--- src/rtl/arb_pkg.sv ---
// Shared definitions for the round-robin burst arbiter.
//   arb_state_e  : FSM encoding (IDLE = 0, BUSY = 1)
//   RR_PTR_RESET : reset value of the one-hot priority pointer (master 0 first)
//   onehot2bin   : one-hot to binary index conversion for grant_idx_o
package arb_pkg;

  typedef enum logic {
    IDLE = 1'b0,
    BUSY = 1'b1
  } arb_state_e;

  localparam int unsigned RR_PTR_RESET = 1;

  // Works for any one-hot vector up to 32 bits; callers cast to their width.
  function automatic logic [31:0] onehot2bin(input logic [31:0] oh);
    logic [31:0] b;
    b = '0;
    for (int i = 0; i < 32; i++)
      if (oh[i]) b = b | 32'(i);
    return b;
  endfunction

endpackage

--- src/rtl/rr_pick.sv ---
// Combinational round-robin one-hot pick.
//   req_i  : request vector
//   ptr_i  : one-hot priority pointer (highest-priority position)
//   pick_o : one-hot winner, first request at or above ptr_i, wrapping
module rr_pick
  import arb_pkg::*;
#(
  parameter int N = 4
) (
  input  logic [N-1:0] req_i,
  input  logic [N-1:0] ptr_i,
  output logic [N-1:0] pick_o
);

  logic [2*N-1:0] dbl, dif, msk;

  // Doubling the request vector lets the subtract borrow run past the MSB
  // into the second copy, which is how the wrap-around is handled.
  always_comb begin
    dbl    = {req_i, req_i};
    dif    = dbl - {{N{1'b0}}, ptr_i};
    msk    = dbl & ~dif;
    pick_o = msk[N-1:0] | msk[2*N-1:N];
  end

endmodule

--- src/rtl/rr_burst_arbiter.sv ---
// Round-robin, burst-granular arbiter sharing one valid/ready stream port
// between REQUIRE_NUM masters. Ownership changes only at burst end; one
// bubble cycle (IDLE) separates consecutive bursts.
// Optional: ARB_BEAT_LIMIT_EN caps a grant at MAX_BURST beats, forcing
// m_last_o on the final allowed beat and pulsing limit_err_o afterwards.
// Ports:
//   sys_clk_i, rst_n_i (async, active-low)
//   req_valid_i/req_last_i/req_data_i/req_ready_o : per-master stream
//   m_valid_o/m_last_o/m_data_o/m_ready_i         : shared stream
//   grant_o (one-hot owner, 0 when idle), grant_idx_o (binary owner)
//   limit_err_o (only with ARB_BEAT_LIMIT_EN)
module rr_burst_arbiter
  import arb_pkg::*;
#(
  parameter int REQUIRE_NUM = 4,
  parameter int DATA_WIDTH  = 32,
  parameter int MAX_BURST   = 16
) (
  input  logic                              sys_clk_i,
  input  logic                              rst_n_i,
  input  logic [REQUIRE_NUM-1:0]            req_valid_i,
  input  logic [REQUIRE_NUM-1:0]            req_last_i,
  input  logic [REQUIRE_NUM*DATA_WIDTH-1:0] req_data_i,
  output logic [REQUIRE_NUM-1:0]            req_ready_o,
  output logic                              m_valid_o,
  output logic                              m_last_o,
  output logic [DATA_WIDTH-1:0]             m_data_o,
  input  logic                              m_ready_i,
`ifdef ARB_BEAT_LIMIT_EN
  output logic                              limit_err_o,
`endif
  output logic [REQUIRE_NUM-1:0]            grant_o,
  output logic [$clog2(REQUIRE_NUM)-1:0]    grant_idx_o
);

  localparam int IDX_W = $clog2(REQUIRE_NUM);

  arb_state_e             state_q, state_d;
  logic [REQUIRE_NUM-1:0] grant_q, grant_d;
  logic [IDX_W-1:0]       idx_q, idx_d;
  logic [REQUIRE_NUM-1:0] ptr_q, ptr_d;
  logic [REQUIRE_NUM-1:0] pick;
  logic                   raw_last, xfer;

  rr_pick #(.N(REQUIRE_NUM)) u_pick (
    .req_i  (req_valid_i),
    .ptr_i  (ptr_q),
    .pick_o (pick)
  );

  // Datapath: grant_q is zero in IDLE, so nothing moves there.
  always_comb begin
    m_data_o = '0;
    for (int k = 0; k < REQUIRE_NUM; k++)
      if (grant_q[k]) m_data_o = m_data_o | req_data_i[k*DATA_WIDTH +: DATA_WIDTH];
  end

  assign m_valid_o   = |(grant_q & req_valid_i);
  assign raw_last    = |(grant_q & req_last_i);
  assign req_ready_o = grant_q & {REQUIRE_NUM{m_ready_i}};
  assign xfer        = m_valid_o & m_ready_i;
  assign grant_o     = grant_q;
  assign grant_idx_o = idx_q;

`ifdef ARB_BEAT_LIMIT_EN
  localparam int CNT_W = $clog2(MAX_BURST) + 1;
  logic [CNT_W-1:0] cnt_q, cnt_d;
  logic             err_q, err_d;
  logic             lim_hit;

  assign lim_hit     = (cnt_q == CNT_W'(MAX_BURST - 1));
  assign m_last_o    = raw_last | (m_valid_o & lim_hit);
  assign limit_err_o = err_q;

  always_comb begin
    cnt_d = cnt_q;
    if (state_q == IDLE)  cnt_d = '0;
    else if (xfer)        cnt_d = cnt_q + 1'b1;
    // Pulse only when the limit, not the master, ended the burst.
    err_d = xfer & lim_hit & ~raw_last;
  end

  always_ff @(posedge sys_clk_i or negedge rst_n_i) begin
    if (!rst_n_i) begin
      cnt_q <= '0;
      err_q <= 1'b0;
    end else begin
      cnt_q <= cnt_d;
      err_q <= err_d;
    end
  end
`else
  assign m_last_o = raw_last;
`endif

  always_comb begin
    state_d = state_q;
    grant_d = grant_q;
    idx_d   = idx_q;
    ptr_d   = ptr_q;
    case (state_q)
      IDLE: begin
        if (|req_valid_i) begin
          grant_d = pick;
          idx_d   = IDX_W'(onehot2bin(32'(pick)));
          state_d = BUSY;
        end
      end
      BUSY: begin
        if (xfer && m_last_o) begin
          // Next priority goes to the master just above the finished owner.
          ptr_d   = {grant_q[REQUIRE_NUM-2:0], grant_q[REQUIRE_NUM-1]};
          grant_d = '0;
          state_d = IDLE;
        end
      end
      default: state_d = IDLE;
    endcase
  end

  always_ff @(posedge sys_clk_i or negedge rst_n_i) begin
    if (!rst_n_i) begin
      state_q <= IDLE;
      grant_q <= '0;
      idx_q   <= '0;
      ptr_q   <= REQUIRE_NUM'(RR_PTR_RESET);
    end else begin
      state_q <= state_d;
      grant_q <= grant_d;
      idx_q   <= idx_d;
      ptr_q   <= ptr_d;
    end
  end

endmodule
--- config.mk ---
export PLATFORM = sky130hd
export DESIGN_NAME = rr_burst_arbiter
export DESIGN_NICKNAME = d
export VERILOG_FILES = /design/src/rtl/arb_pkg.sv /design/src/rtl/rr_pick.sv /design/src/rtl/rr_burst_arbiter.sv
export SDC_FILE = /design/constraint.sdc
export NUM_CORES = 1
export LEC_CHECK = 0
export CAP_MARGIN = 15
export CORE_MARGIN = 2
export CORE_UTILIZATION = 25
export CTS_CLUSTER_DIAMETER = 80
export DETAILED_ROUTE_END_ITERATION = 16
export PLACE_DENSITY = 0.86
export RECOVER_POWER = 25
export SLEW_MARGIN = 20
export SYNTH_ARGS = -nofsm -noshare
export SYNTH_HDL_FRONTEND = slang
export SYNTH_SLANG_ARGS = --single-unit
--- constraint.sdc ---
create_clock -name sys_clk_i -period 1.73 [get_ports sys_clk_i]
set_input_delay 0.346 -clock sys_clk_i [delete_from_list [all_inputs] [get_ports sys_clk_i]]
set_output_delay 0.346 -clock sys_clk_i [all_outputs]
set_load 0.05 [all_outputs]
Word level (Yosys, flattened, before mapping)
Cells that the tools add are included.
{"block": "word_totals", "out_inout_bits": 44, "word_cells": 38, "ff_bits": 11}
{"block": "classes", "n_mux": 13, "n_eq_ne": 2, "n_bitwise": 11, "reduce_logical": 7, "n_addsub": 1}
{"operator": "$mux 32", "n": 4}
{"operator": "$or 32x32->32", "n": 3}
{"operator": "$and 4x4->4", "n": 3}
{"operator": "$reduce_or 4->1", "n": 3}
{"operator": "$and 8x8->8", "n": 1}
{"operator": "$mux 4", "n": 2}
{"operator": "$not 8->8", "n": 1}
{"operator": "$pmux 4 s2", "n": 1}
{"operator": "$sub 8x4->8", "n": 1}
{"operator": "$reduce_and 2->1", "n": 3}
{"operator": "$mux 2", "n": 2}
{"operator": "$or 4x4->4", "n": 1}
{"operator": "$mux 1", "n": 3}
{"operator": "$ne 2x1->1 const B", "n": 1}
{"operator": "$ne 2x2->1 const B", "n": 1}
{"operator": "$pmux 1 s2", "n": 1}
{"operator": "$and 1x1->1", "n": 1}
{"operator": "$logic_and 1x1->1", "n": 1}
{"operator": "$not 1->1", "n": 1}

Depth between registers and ports, before layout
Gate-level depths: netlist of the first run.
{"block": "depth", "depth_word": 7, "depth_mapped": 7, "mapped_depth_nobuf": 7}

Modules after synthesis
Synthesis of the first run repeated with hierarchy kept, for this count alone.
{"block": "hier_totals", "hier_cells": 187, "hier_area_um2": 1423.9}
{"mod": "rr_burst_arbiter", "instances": 1, "seq_area_each_um2": 276.5, "area_per_inst_um2": 1237.4, "cells_each": 163}
{"mod": "rr_pick", "instances": 1, "seq_area_each_um2": 0.0, "area_per_inst_um2": 186.4, "cells_each": 24}

Worst setup path after synthesis of the first run
OpenSTA, ideal clock, no wires.
{"block": "synth_timing", "path_type": "register to output", "start": "register grant_q[3] (netlist: grant_o[3])", "end": "output port m_data_o[10]", "path_stages_with_launch": 5, "slack_ps": -228, "arrival_ps": 1612, "path_cell_list": "dfrtp_1 > buf_2 > clkbuf_1 > a22oi_1 > nand2_1"}
{"block": "synth_via", "elab_chain_cells": 1}
{"item": "start, declared", "line_no": "rr_burst_arbiter.sv:39", "rtl": "logic [REQUIRE_NUM-1:0] grant_q, grant_d;"}
{"item": "start signal, assigned", "line_no": "rr_burst_arbiter.sv:129", "rtl": "grant_q <= grant_d;"}
{"item": "$mux 32", "line_no": "rr_burst_arbiter.sv:55", "rtl": "if (grant_q[k]) m_data_o = m_data_o | req_data_i[k*DATA_WIDTH +: DATA_WIDTH];"}
{"item": "end, declared", "line_no": "rr_burst_arbiter.sv:27", "rtl": "output logic [DATA_WIDTH-1:0] m_data_o,"}
No other way between the ends.

Final worst setup path of the first run
{"block": "layout_timing", "start": "register grant_q[3] (netlist: grant_o[3])", "end": "output port m_data_o[14]"}
The elaborated chain is that of the path after synthesis.

==> flow_metrics.env, run 1 <==
export IMPL_status="finished, violations left"
export IMPL_violations="negative setup slack"
export IMPL_setup_tns_ps=-27.4
export IMPL_wire_per_inst_um=20.5
export IMPL_critPathBufInv=2
export IMPL_finalWeightedCongestion=0.949
export IMPL_setup_slack_ps=-12.5
export IMPL_grt_overflow=0
export IMPL_finalPower_mw=8.34
export IMPL_most_common_layout_cells="133 x clkdlybuf4s50_1, 51 x a22oi_2, 45 x buf_12"
export IMPL_hpwl_um=6460
export IMPL_crit_required_ps=1380
export IMPL_clock_sinks=11
export IMPL_r2r_end="grant_idx_o[0]"
export IMPL_cp_data_arrival_time_ps=1400
export IMPL_num_vias=2504
export IMPL_pwr_density_cell_mw_per_mm2=1910
export IMPL_grt_pass1_vias=2603
export IMPL_cts_buffer_depth=2
export IMPL_route_met3_wl_um=762
export IMPL_seq_area_frac_synth_pct=20.1
export IMPL_path_delay_family="flip-flops"
export IMPL_cts_tree="yes"
export IMPL_syn2layout_area_growth_pct=217
export IMPL_relSlewSlack_pct=65.8
export IMPL_clk_pin_slew_ps=50
export IMPL_max_freq_ghz=0.574
export IMPL_htreeDepth=1
export IMPL_finalSetupViolations=3
export IMPL_p_leak_nw=1.71
export IMPL_vias_per_cell=5.53
export IMPL_critPathKind="flop to output port"
export IMPL_critical_path_depth=4
export IMPL_cts_root_buf="clkbuf_8"
export IMPL_hold_violations=0
export IMPL_ff2ff_path_depth=7
export IMPL_end_kind="output port"
export IMPL_max_stage_delay_ps=520
export IMPL_rrSetupSlack_ps=80
export IMPL_hp_class="input port to async pin"
export IMPL_io_pins=183
export IMPL_peakVddDrop_mv=1.52
export IMPL_start_kind="flop"
export IMPL_netlist_instances=180
export IMPL_portBuffers=182
export IMPL_rsz0062_at_grt="yes"
export IMPL_crit_path_end="m_data_o[14]"
export IMPL_wl_met1_um=3020
export IMPL_final_core_util_pct=80.6
export IMPL_worstPathMaxFanout=8
export IMPL_ant_nets=0
export IMPL_drive_above_1_share_pct=47.5
export IMPL_core_area_mm2=0.00541
export IMPL_layout_commonest_cell="clkdlybuf4s50_1"
export IMPL_gr_usage_all_layers_pct=26.2
export IMPL_dr_pass1_iters=4
export IMPL_drc_errors=0
export IMPL_min_period_ps=1740
export IMPL_clkLatencyLatePin_ps=240
export IMPL_finalCritPeriodShare_pct=101
export IMPL_fin_area_mm2=0.00436
export IMPL_fp_dieW_um=78.2
export IMPL_nets=525
export IMPL_synth_nets=323
export IMPL_dr_max_layer_used="met4"
export IMPL_synth_distinct_cells=32
export IMPL_tightest_slew_ps=512
export IMPL_drt_total_wl_um=9270
export IMPL_grt_pass1_wl_um=12800
export IMPL_initial_core_util_pct=25.5
export IMPL_die_h_um=78.2
export IMPL_dp_slack_ps=-321
export IMPL_cts_buffers=3
export IMPL_placementRows=27
export IMPL_dpl_cell_area_mm2=0.00389
export IMPL_first_iter_violations=96
export IMPL_maxCapViolCount=0
export IMPL_crit_chain="buf_6, a22oi_2, nand2_2, buf_12"
export IMPL_critical_path_startpoint="grant_o[3]"
export IMPL_diodes=0
export IMPL_yosysWarningCount=0
export IMPL_grt_max_degree=21
export IMPL_final_setup_skew_ps=1.01
export IMPL_wl_met2_um=5150
export IMPL_avgSynthCellArea_um2=7.65
export IMPL_synth_area_mm2=0.00138
export IMPL_antenna_found_initial=0
export IMPL_r2r_start="ptr_q[1]"
export IMPL_crit_path_top_delay_cell="dfrtp_2"
export IMPL_nFillCells=302
export IMPL_dieArea_mm2=0.00611
export IMPL_synth_seq_cells=11
export IMPL_drv_slew=0
metrics by stage:
stage          cells  hold slack (ps)
6_report         453              516
4_1_cts          450              457
2_1_floorplan    180             50.4
3_3_place_gp     437              500
3_5_place_dp     437              508
5_1_grt          453              552
flip-flops by register name, indices dropped and copies added, names as in the netlist:
signal	flops
grant_idx_o	2
grant_o	4
ptr_q	4
state_q	1
synth_stat cells:
cell type,instances,area (µm²)
a21oi_1,2,10.0
ha_1,3,37.5
nand2_2,2,12.5
o21ai_2,1,8.76
a211oi_1,1,7.51
inv_1,6,22.5
clkbuf_1,7,26.3
nand2_1,33,124
nor2b_2,1,8.76
nand4_4,1,21.3
a22oi_2,1,12.5
a2111oi_0,1,8.76
o21ai_1,1,5.00
nor4_1,2,12.5
nor2_1,3,11.3
mux2_4,4,60.1
a21o_1,1,7.51
or2_1,1,6.26
xor2_1,1,8.76
a21boi_0,1,7.51
and2_1,4,25.0
a31oi_1,2,12.5
o21ai_0,7,35.0
buf_4,3,22.5
buf_2,6,30.0
dfstp_2,1,26.3
fa_1,1,20.0
xnor2_1,1,8.76
nand3_1,4,20.0
a22oi_1,67,503
dfrtp_1,10,250
buf_1,1,3.75
worst min path at each step:
stage                     startpoint              to  slack [ps]  cells after the start
after floorplan              rst_n_i  grant_idx_o[0]          50                      0
after global placement      ptr_q[3]        ptr_q[3]         500                      1
after detailed placement    ptr_q[2]        ptr_q[2]         510                      1
after CTS                    rst_n_i         state_q         460                      1
after global routing        ptr_q[2]        ptr_q[2]         550                      1
final                        rst_n_i         state_q         520                      1
final cells by class:
type | instances | area, µm² | area share (%)
inverters | 6 | 22.5 | 0.517
well taps | 72 | 90.1 | 2.07
repair buffers | 214 | 2550 | 58.6
flip-flops and latches | 11 | 282 | 6.46
clock buffers | 4 | 45.0 | 1.03
multi-input cells | 146 | 1360 | 31.3
repair_timing:
action,4_1_cts,5_1_grt
pin swaps,7,40
buffers inserted,9,2
setup endpoints to repair,38,37
resized for setup,19,61
hold buffers,0,0
gates cloned,0,1
cell families (layout without fill, tap and decap cells):
family | after synthesis | in the layout | share of synthesized area (%)
buffers and inverters | 23 | 224 | 7.64
AO/OA/AOI/OAI | 85 | 85 | 44.9
adder cells (fa/ha/maj) | 4 | 4 | 4.18
multiplexers | 4 | 4 | 4.36
XOR/XNOR | 2 | 2 | 1.27
AND/OR/NAND/NOR | 51 | 51 | 17.5
flip-flops | 11 | 11 | 20.1
worst reg2reg max path: cells and delay by family, from the launching register on:
family,cells,cell delay [ps]
compound gates,3,580
xor+xnor,1,110
fa+ha+maj,1,290
buf+inv,1,60
flops,1,410
simple gates,1,70
power by group:
part           internal (mW)  total [mW]  switching [mW]
logic                   3.58        7.54            3.97
registers              0.376       0.541           0.164
clock network          0.162       0.256          0.0948
total                   4.11        8.34            4.23
layer usage:
| layer | global-route usage [%] | vias to the layer above |
|---|---|---|
| met2 | 50.6 | 183 |
| met5 | 0 | - |
| met3 | 6.44 | 30 |
| met1 | 26.4 | 1193 |
| met4 | 11.1 | 0 |
| li1 | - | 1098 |
(Power assumes the default switching activity.)
==> inputs of run 2 (changes only) <==
--- a/config.mk
+++ b/config.mk
@@ -12,7 +12,7 @@
 export DETAILED_ROUTE_END_ITERATION = 16
 export PLACE_DENSITY = 0.86
 export RECOVER_POWER = 25
-export SLEW_MARGIN = 20
+export SLEW_MARGIN = 25
 export SYNTH_ARGS = -nofsm -noshare
 export SYNTH_HDL_FRONTEND = slang
 export SYNTH_SLANG_ARGS = --single-unit
==> constraint.sdc (replaced) <==
create_clock -name sys_clk_i -period 1.81 [get_ports sys_clk_i]
set_input_delay 0.362 -clock sys_clk_i [delete_from_list [all_inputs] [get_ports sys_clk_i]]
set_output_delay 0.362 -clock sys_clk_i [all_outputs]
set_load 0.05 [all_outputs]
==> flow_metrics.env, run 2 (synthesis gave the netlist of run 1 again) <==
export IMPL_grt_pass1_vias=2298
export IMPL_cts_root_buf="clkbuf_8"
export IMPL_stdcell_count=440
export IMPL_placed_cells=434
export IMPL_htreeDepth=1
export IMPL_grt_max_degree=20
export IMPL_max_freq_ghz=0.557
export IMPL_crit_chain="clkdlybuf4s50_1, buf_4, a22oi_2, nand2_2, buf_12"
export IMPL_hpwl_um=6480
export IMPL_cp_data_arrival_time_ps=1430
export IMPL_num_vias=2298
export IMPL_dieArea_mm2=0.00611
export IMPL_nets=512
export IMPL_timing_hold_ws_ps=531
export IMPL_tightest_slew_ps=592
export IMPL_cts_hold_buf=0
export IMPL_hp_class="input port to async pin"
export IMPL_gr_usage_all_layers_pct=23.9
export IMPL_end_kind="output port"
export IMPL_core_area_mm2=0.00541
export IMPL_final_core_util_pct=74.5
export IMPL_io_pins=183
export IMPL_max_stage_delay_ps=440
export IMPL_ff2ff_path_depth=5
export IMPL_ant_nets=0
export IMPL_r2r_start="grant_o[2]"
export IMPL_pwr_density_cell_mw_per_mm2=1820
export IMPL_rrSetupSlack_ps=180
export IMPL_grt_overflow=0
export IMPL_drt_total_wl_um=8020
export IMPL_peakVddDrop_mv=1.19
export IMPL_cts_buffers=3
export IMPL_drc_errors=0
export IMPL_rsz0062_at_grt="yes"
export IMPL_initial_core_util_pct=25.5
export IMPL_worstPathMaxFanout=3
export IMPL_final_setup_skew_ps=2.43
export IMPL_clock_sinks=11
export IMPL_first_iter_violations=40
export IMPL_cts_buffer_depth=2
export IMPL_most_common_layout_cells="136 x clkdlybuf4s50_1, 48 x a22oi_1, 44 x buf_12"
export IMPL_drv_slew=0
export IMPL_clk_pin_slew_ps=50
export IMPL_hold_violations=0
export IMPL_r2r_end="ptr_q[3]"
export IMPL_critPathKind="input port to output port"
export IMPL_crit_required_ps=1450
export IMPL_cts_tree="yes"
export IMPL_finalPower_mw=7.34
export IMPL_die_h_um=78.2
export IMPL_vias_per_cell=5.22
export IMPL_placementRows=27
export IMPL_syn2layout_area_growth_pct=193
export IMPL_layout_commonest_cell="clkdlybuf4s50_1"
export IMPL_maxCapViolCount=0
export IMPL_grt_pass1_wl_um=11700
export IMPL_antenna_found_initial=0
export IMPL_status="completed"
export IMPL_p_leak_nw=1.61
export IMPL_clkLatencyLatePin_ps=230
export IMPL_start_kind="input port"
export IMPL_setup_tns_ps=0
export IMPL_finalSetupViolations=0
export IMPL_fp_dieW_um=78.2
export IMPL_wire_per_inst_um=18.2
export IMPL_drive_above_1_share_pct=34.0
export IMPL_crit_path_top_delay_cell="clkdlybuf4s50_1"
export IMPL_relSlewSlack_pct=60.7
export IMPL_finalCritPeriodShare_pct=99.3
export IMPL_portBuffers=182
export IMPL_diodes=0
export IMPL_finalWeightedCongestion=0.875
export IMPL_dr_pass1_iters=4
export IMPL_min_period_ps=1800
==> run 2: changes by cell type in the layout (fill, tap and decap cells not counted), sizes merged <==
cell           delta
buf              -14
clkdlybuf4s50     +3
dlygate4sd2       -3
dlymetal6s2s      +1
==> run 2: area by class of cell <==
type                    count  area, µm²
repair buffers            201       2420
fillers                   374       1380
multi-input cells         146       1170
flip-flops and latches     11        284
well taps                  72       90.1
clock buffers               4       45.0
inverters                   6       22.5
==> run 2: how the worst max path moves through the flow <==
stage,startpoint,end,slack [ps],depth (start not counted)
CTS,req_valid_i[3],m_valid_o,6,5
detailed placement,req_valid_i[1],grant_o[1],-210,8
floorplan,grant_o[2],ptr_q[1],10,5
finish,req_valid_i[3],m_valid_o,10,5
global placement,req_valid_i[1],grant_idx_o[1],-160,6
global route,req_valid_i[0],m_valid_o,-40,5
==> run 2: power breakdown <==
part	total (mW)	leakage (nW)	internal (mW)	switching (mW)
Clock	0.239	0.0228	0.154	0.0849
Sequential	0.500	0.130	0.363	0.137
Combinational	6.60	1.46	3.04	3.56
==> run 2: stage by stage <==
| stage | area (µm²) | setup WS (ps) |
|---|---|---|
| floorplan | 1430 | 14.6 |
| global placement | 3820 | -155 |
| detailed placement | 3820 | -208 |
| CTS | 3890 | 6.29 |
| global route | 4030 | -37.8 |
| finish | 4030 | 13.5 |
==> run 2: repair_timing <==
item / CTS / global route
resized for setup: 1 / 36
setup buffers: 2 / 0
pin swaps: 0 / 8
setup endpoints to repair: 15 / 22
==> run 2: worst max-delay path, delay by kind of cell <==
family          cells  cell delay (ps)
simple gates        1              120
buf+inv             3              780
compound gates      1              170
==> run 2: routing by layer <==
| metal | share of wire (%) | routed length (µm) | vias to the layer above | global-route usage, % |
|---|---|---|---|---|
| li1 | - | - | 1071 | - |
| met3 | 8.8 | 708 | 12 | 6.90 |
| met4 | 2.1 | 166 | 0 | 5.79 |
| met1 | 37 | 2940 | 1088 | 25.9 |
| met5 | 0 | 0 | - | 0 |
| met2 | 52 | 4200 | 127 | 45.4 |
==> variant 1: new RTL, config.mk and constraints of run 2 <==
Change the parameter `DATA_WIDTH` from 32 to 36.
--- a/src/rtl/rr_burst_arbiter.sv
+++ b/src/rtl/rr_burst_arbiter.sv
@@ -15,3 +15,3 @@
   parameter int REQUIRE_NUM = 4,
-  parameter int DATA_WIDTH  = 32,
+  parameter int DATA_WIDTH  = 36,
   parameter int MAX_BURST   = 16
Interface: changed (resized m_data_o and req_data_i); port bits go from 183 to 203. The function was not compared with the original's and may differ.
==> variant 1 against run 2 <==
The run now ends with negative setup slack left. Count of clock-buffer cells in the layout did not move. Clock power barely moved. Sequential share of layout area fell by 0.68 points. Cell area rose by 11%. First-iteration DRC count rose by 93%. Worst hold slack improved by 0.010 ns. Global-route usage rose by 1.7 points. Clock skew fell by 0.0014 ns. Synthesized area rose by 4.2%. Wire length rose by 17%. Combinational power rose by 26%. Sequential cell count did not move. Total power rose by 24%. Worst setup slack got worse by 0.021 ns. Critical path type is now reg -> out.
==> variant 1: results (changes against run 2) <==
Outcome
  • Status: complete, but fails checks
  • Violated checks: negative setup slack

Clock network
  • Post-CTS setup buffers: 8 (+6)

Routing
  • Iteration-0 DRC Markers: 77 (+93%)
  • Met3 Wirelength: 947 um (+34%)
  • Routed length on met2: 5140 um (+22%)

Critical path
  • Reg2Reg Setup Slack: 0.11 ns (-0.07 ns)
  • Delay-heaviest family, CP: flip-flops
  • Critical path's slowest cell: dfrtp_4
  • CP max FO: 10 (+7)
  • WP data arrival: 1.46 ns (+0.03 ns)
  • Peak per-stage delay on the critical path: 0.54 ns (+0.10 ns)

Layout
  • Area of the multi-input gates: 0.00130 mm^2 (+11%)
  • Layout Cells excl Fill: 481 (+9.3%)
  • Layout cells sized above 1: 35.7% (+1.7 points)
  • Clock buf/inv share: 1.01% (-0.11 points)
  • Core Util, Final: 81.0% (+6.5 points)
  • Nets: 569 (+11%)
  • Seq cells: 11 (unchanged)
  • Fill cells: 314 (-16%)

Placed design
  • Port Buffers: 202 (+11%)
  • Placed insts: 467 (+7.6%)
  • DP Worst Slack: -0.324 ns (-0.116 ns)

Global routing
  • Largest net degree at the start of global routing: 21 (+5.0%)
  • Routing usage on met3: 6.90% (about the same)
  • Grt met1 use: 25.4% (-0.54 points)
  • All-layer global routing usage: 25.6% (+1.7 points)

Synthesis
  • Adder-cell share of the synthesized area: 4.01% (-0.17 points)
  • Count of different cell masters after synthesis: 31 (-3.1%)
  • Multiplexer share of the synthesized area: 4.19% (-0.18 points)

STA
  • Final setup violation count: 1 (+1)
  • Layout Skew: 0.00108 ns (-0.00135 ns)
  • Setup ws final: -0.00709 ns (-0.0206 ns)
  • Setup TNS Final: -0.00709 ns (-0.00709 ns)

Power and ir drop
  • VDD IR-drop max: 0.00126 V (+5.7%)

Die
  • Core area: 0.00551 mm^2 (+1.9%)
variant 1: logic make-up after synthesis:
group,Yosys count
AOI/OAI and AO/OA,91
and+or+nand+nor,58
buffers and inverters,22
DFF,11
muxes,4
adders and majority gates,4
xor gates and xnor gates,2
variant 1: power breakdown:
group          switching [uW]  total, uW  internal, uW
Clock                    84.6        239           154
Sequential                141        505           364
Combinational            4460       8340          3870
variant 1: worst paths after layout:
kind / startpoint / to / cells past startpoint
worst max-delay path: grant_o[2]$_DFFE_PN0P_ / m_data_o[25] / 4
worst min-delay path: ptr_q[3]$_DFFE_PN0P_ / ptr_q[3]$_DFFE_PN0P_ / 1
worst max register to register: ptr_q[0]$_DFFE_PN1P_ / grant_idx_o[1]$_DFFE_PN0P_ / 6
worst min register to register: ptr_q[3]$_DFFE_PN0P_ / ptr_q[3]$_DFFE_PN0P_ / 1
max in group asynchronous: rst_n_i / grant_o[2]$_DFFE_PN0P_ / 1
min in group asynchronous: rst_n_i / grant_idx_o[0]$_DFFE_PN0P_ / 1
==> variant 2: new RTL, settings of run 2 <==
Without the edit above. The option `ARB_BEAT_LIMIT_EN` is turned on by a define.
--- a/src/rtl/rr_burst_arbiter.sv
+++ b/src/rtl/rr_burst_arbiter.sv
@@ -11,2 +11,4 @@
 //   limit_err_o (only with ARB_BEAT_LIMIT_EN)
+`define ARB_BEAT_LIMIT_EN
+
 module rr_burst_arbiter
Formal check against the unedited RTL (old outputs only; new: limit_err_o): same outputs for any inputs over 10 cycles, from zero or initial values and one cycle with rst_n_i low; that may be too few to reach the edited logic, so the function may still have changed.
==> variant 2 against run 2 <==
The flow now finishes with violations (negative setup slack). Total power is 34% lower. Sequential cell count grew 6. Worst setup slack worse by 0.089 ns. Die area increased by 20%. Wire length grew 11%. Sequential power increased by 18%. Synthesized area is 21% higher. Cell area increased by 12%.
==> variant 2: results (changes against run 2) <==
Power and ir drop
  • P_comb: 3960 uW (-40%)
  • VDD IR-drop max: 0.000990 V (-17%)
  • Seq power: 589 uW (+18%)
  • P_leak: 0.00179 uW (+11%)

Layout
  • Nets: 548 (+7.0%)
  • Fill cells: 476 (+27%)
  • Clock buf/inv share: 0.999% (-0.12 points)
  • Post-Layout Inst Area: 0.00451 mm^2 (+12%)
  • Area of the multi-input gates: 0.00145 mm^2 (+24%)
  • Data buffer area share: 54.6% (-5.4 points)
  • #MultiIn Comb: 168 (+15%)
  • Non-clock buffers: 207 (+3.0%)
  • Register area: 432 um^2 (+52%)
  • Layout cells sized above 1: 40.5% (+6.6 points)

Placed design
  • HPWL after detailed placement: 6820 um (+5.3%)
  • Port Buffers: 183 (+0.55%)
  • Final RePlAce weighted congestion: 0.876 (+0.16%)
  • Dpl cell area: 0.00419 mm^2 (+9.7%)

Synthesis
  • Most frequent cells after synthesis: a22oi_1 (68), nand2_1 (38), dfrtp_1 (16)
  • Async SR Flop Fraction: 100% (unchanged)
  • Sequential share of the synthesized area: 25.7% (+5.6 points)
  • #FFs+latches synth: 17 (+6)
  • Count of different cell masters after synthesis: 35 (+9.4%)
  • Ys Warns: 0 (unchanged)
  • Post-synth net total: 353 (+9.3%)
  • Area contributors post-synth: a22oi_1 (31%), dfrtp_1 (24%), nand2_1 (8.6%)

Global routing
  • All-layer global routing usage: 22.7% (-1.3 points)
  • Largest net degree at the start of global routing: 25 (+25%)
  • Vias in the first global route: 2697 (+17%)
  • First-pass GRT wire length: 13200 um (+12%)

Outcome
  • Status: complete, but fails checks
  • Violated checks: negative setup slack

Critical path
  • Critical R2R Capture: ptr_q[1]$_DFFE_PN0P_
  • Reg2Reg Setup Slack: -0.01 ns (-0.19 ns)
  • Critical R2R Launch: cnt_q[0]$_DFFE_PN0P_
  • CP max FO: 2 (-1)
  • Delay-heaviest family, CP: flip-flops
  • R2R cell count: 6 (+1)
  • Critical Setup Path Class: reg -> out
  • Critical path's slowest cell: dfrtp_1
  • Critical Path Sink: m_last_o
  • Peak per-stage delay on the critical path: 0.39 ns (-0.05 ns)

STA
  • Layout Skew: 0.00193 ns (-0.000508 ns)
  • Slew HR: 37.8% (-23 points)
  • Setup TNS Final: -0.119 ns (-0.119 ns)
  • Final setup violation count: 5 (+5)
  • Setup ws final: -0.0751 ns (-0.0887 ns)

Routing
  • DRT Pass-1 Iters: 4 (unchanged)
  • WL final: 8930 um (+11%)
  • Vias: 2518 (+9.6%)
  • Iteration-0 DRC Markers: 81 (+100%)

Min path
  • Worst min path class: reg -> reg
  • Worst Hold Endpoint: ptr_q[3]$_DFFE_PN0P_

Clock network
  • Post-CTS setup buffers: 2 (unchanged)
  • Resized Gates After CTS: 21 (+20)
  • Cts bufs inserted: 3 (unchanged)
  • Clock insertion delay at the later pin of the skew report: 0.25 ns (+0.02 ns)

Die
  • # Taps: 77 (+6.9%)
-- variant 2: cells by family (layout without fill, tap and decap cells) --
kind of cell / Yosys count / count (layout) / synth area share, %
flops: 17 / 17 / 25.7
compound gates: 90 / 90 / 40.5
fa+ha+maj: 6 / 6 / 4.97
xor+xnor: 5 / 5 / 2.63
simple gates: 62 / 62 / 16.6
buf+inv: 23 / 217 / 5.49
mux: 5 / 5 / 4.21
-- variant 2: layer usage --
layer	GRT usage [%]	wire [um]
met2	43.3	4810
met3	5.68	767
met5	0	0
met4	6.93	199
met1	24.3	3150
-- variant 2: per-stage QoR --
step                      worst slack (ns)  total power (uW)  instances  hold WS (ns)
after floorplan                    -0.0205              2440        208        0.0664
final                              -0.0751              4830        479         0.524
after CTS                          -0.0777              4720        479         0.438
after global routing                -0.116              5040        479         0.531
after global placement              -0.333              4290        473         0.505
after detailed placement            -0.412              4360        473         0.497
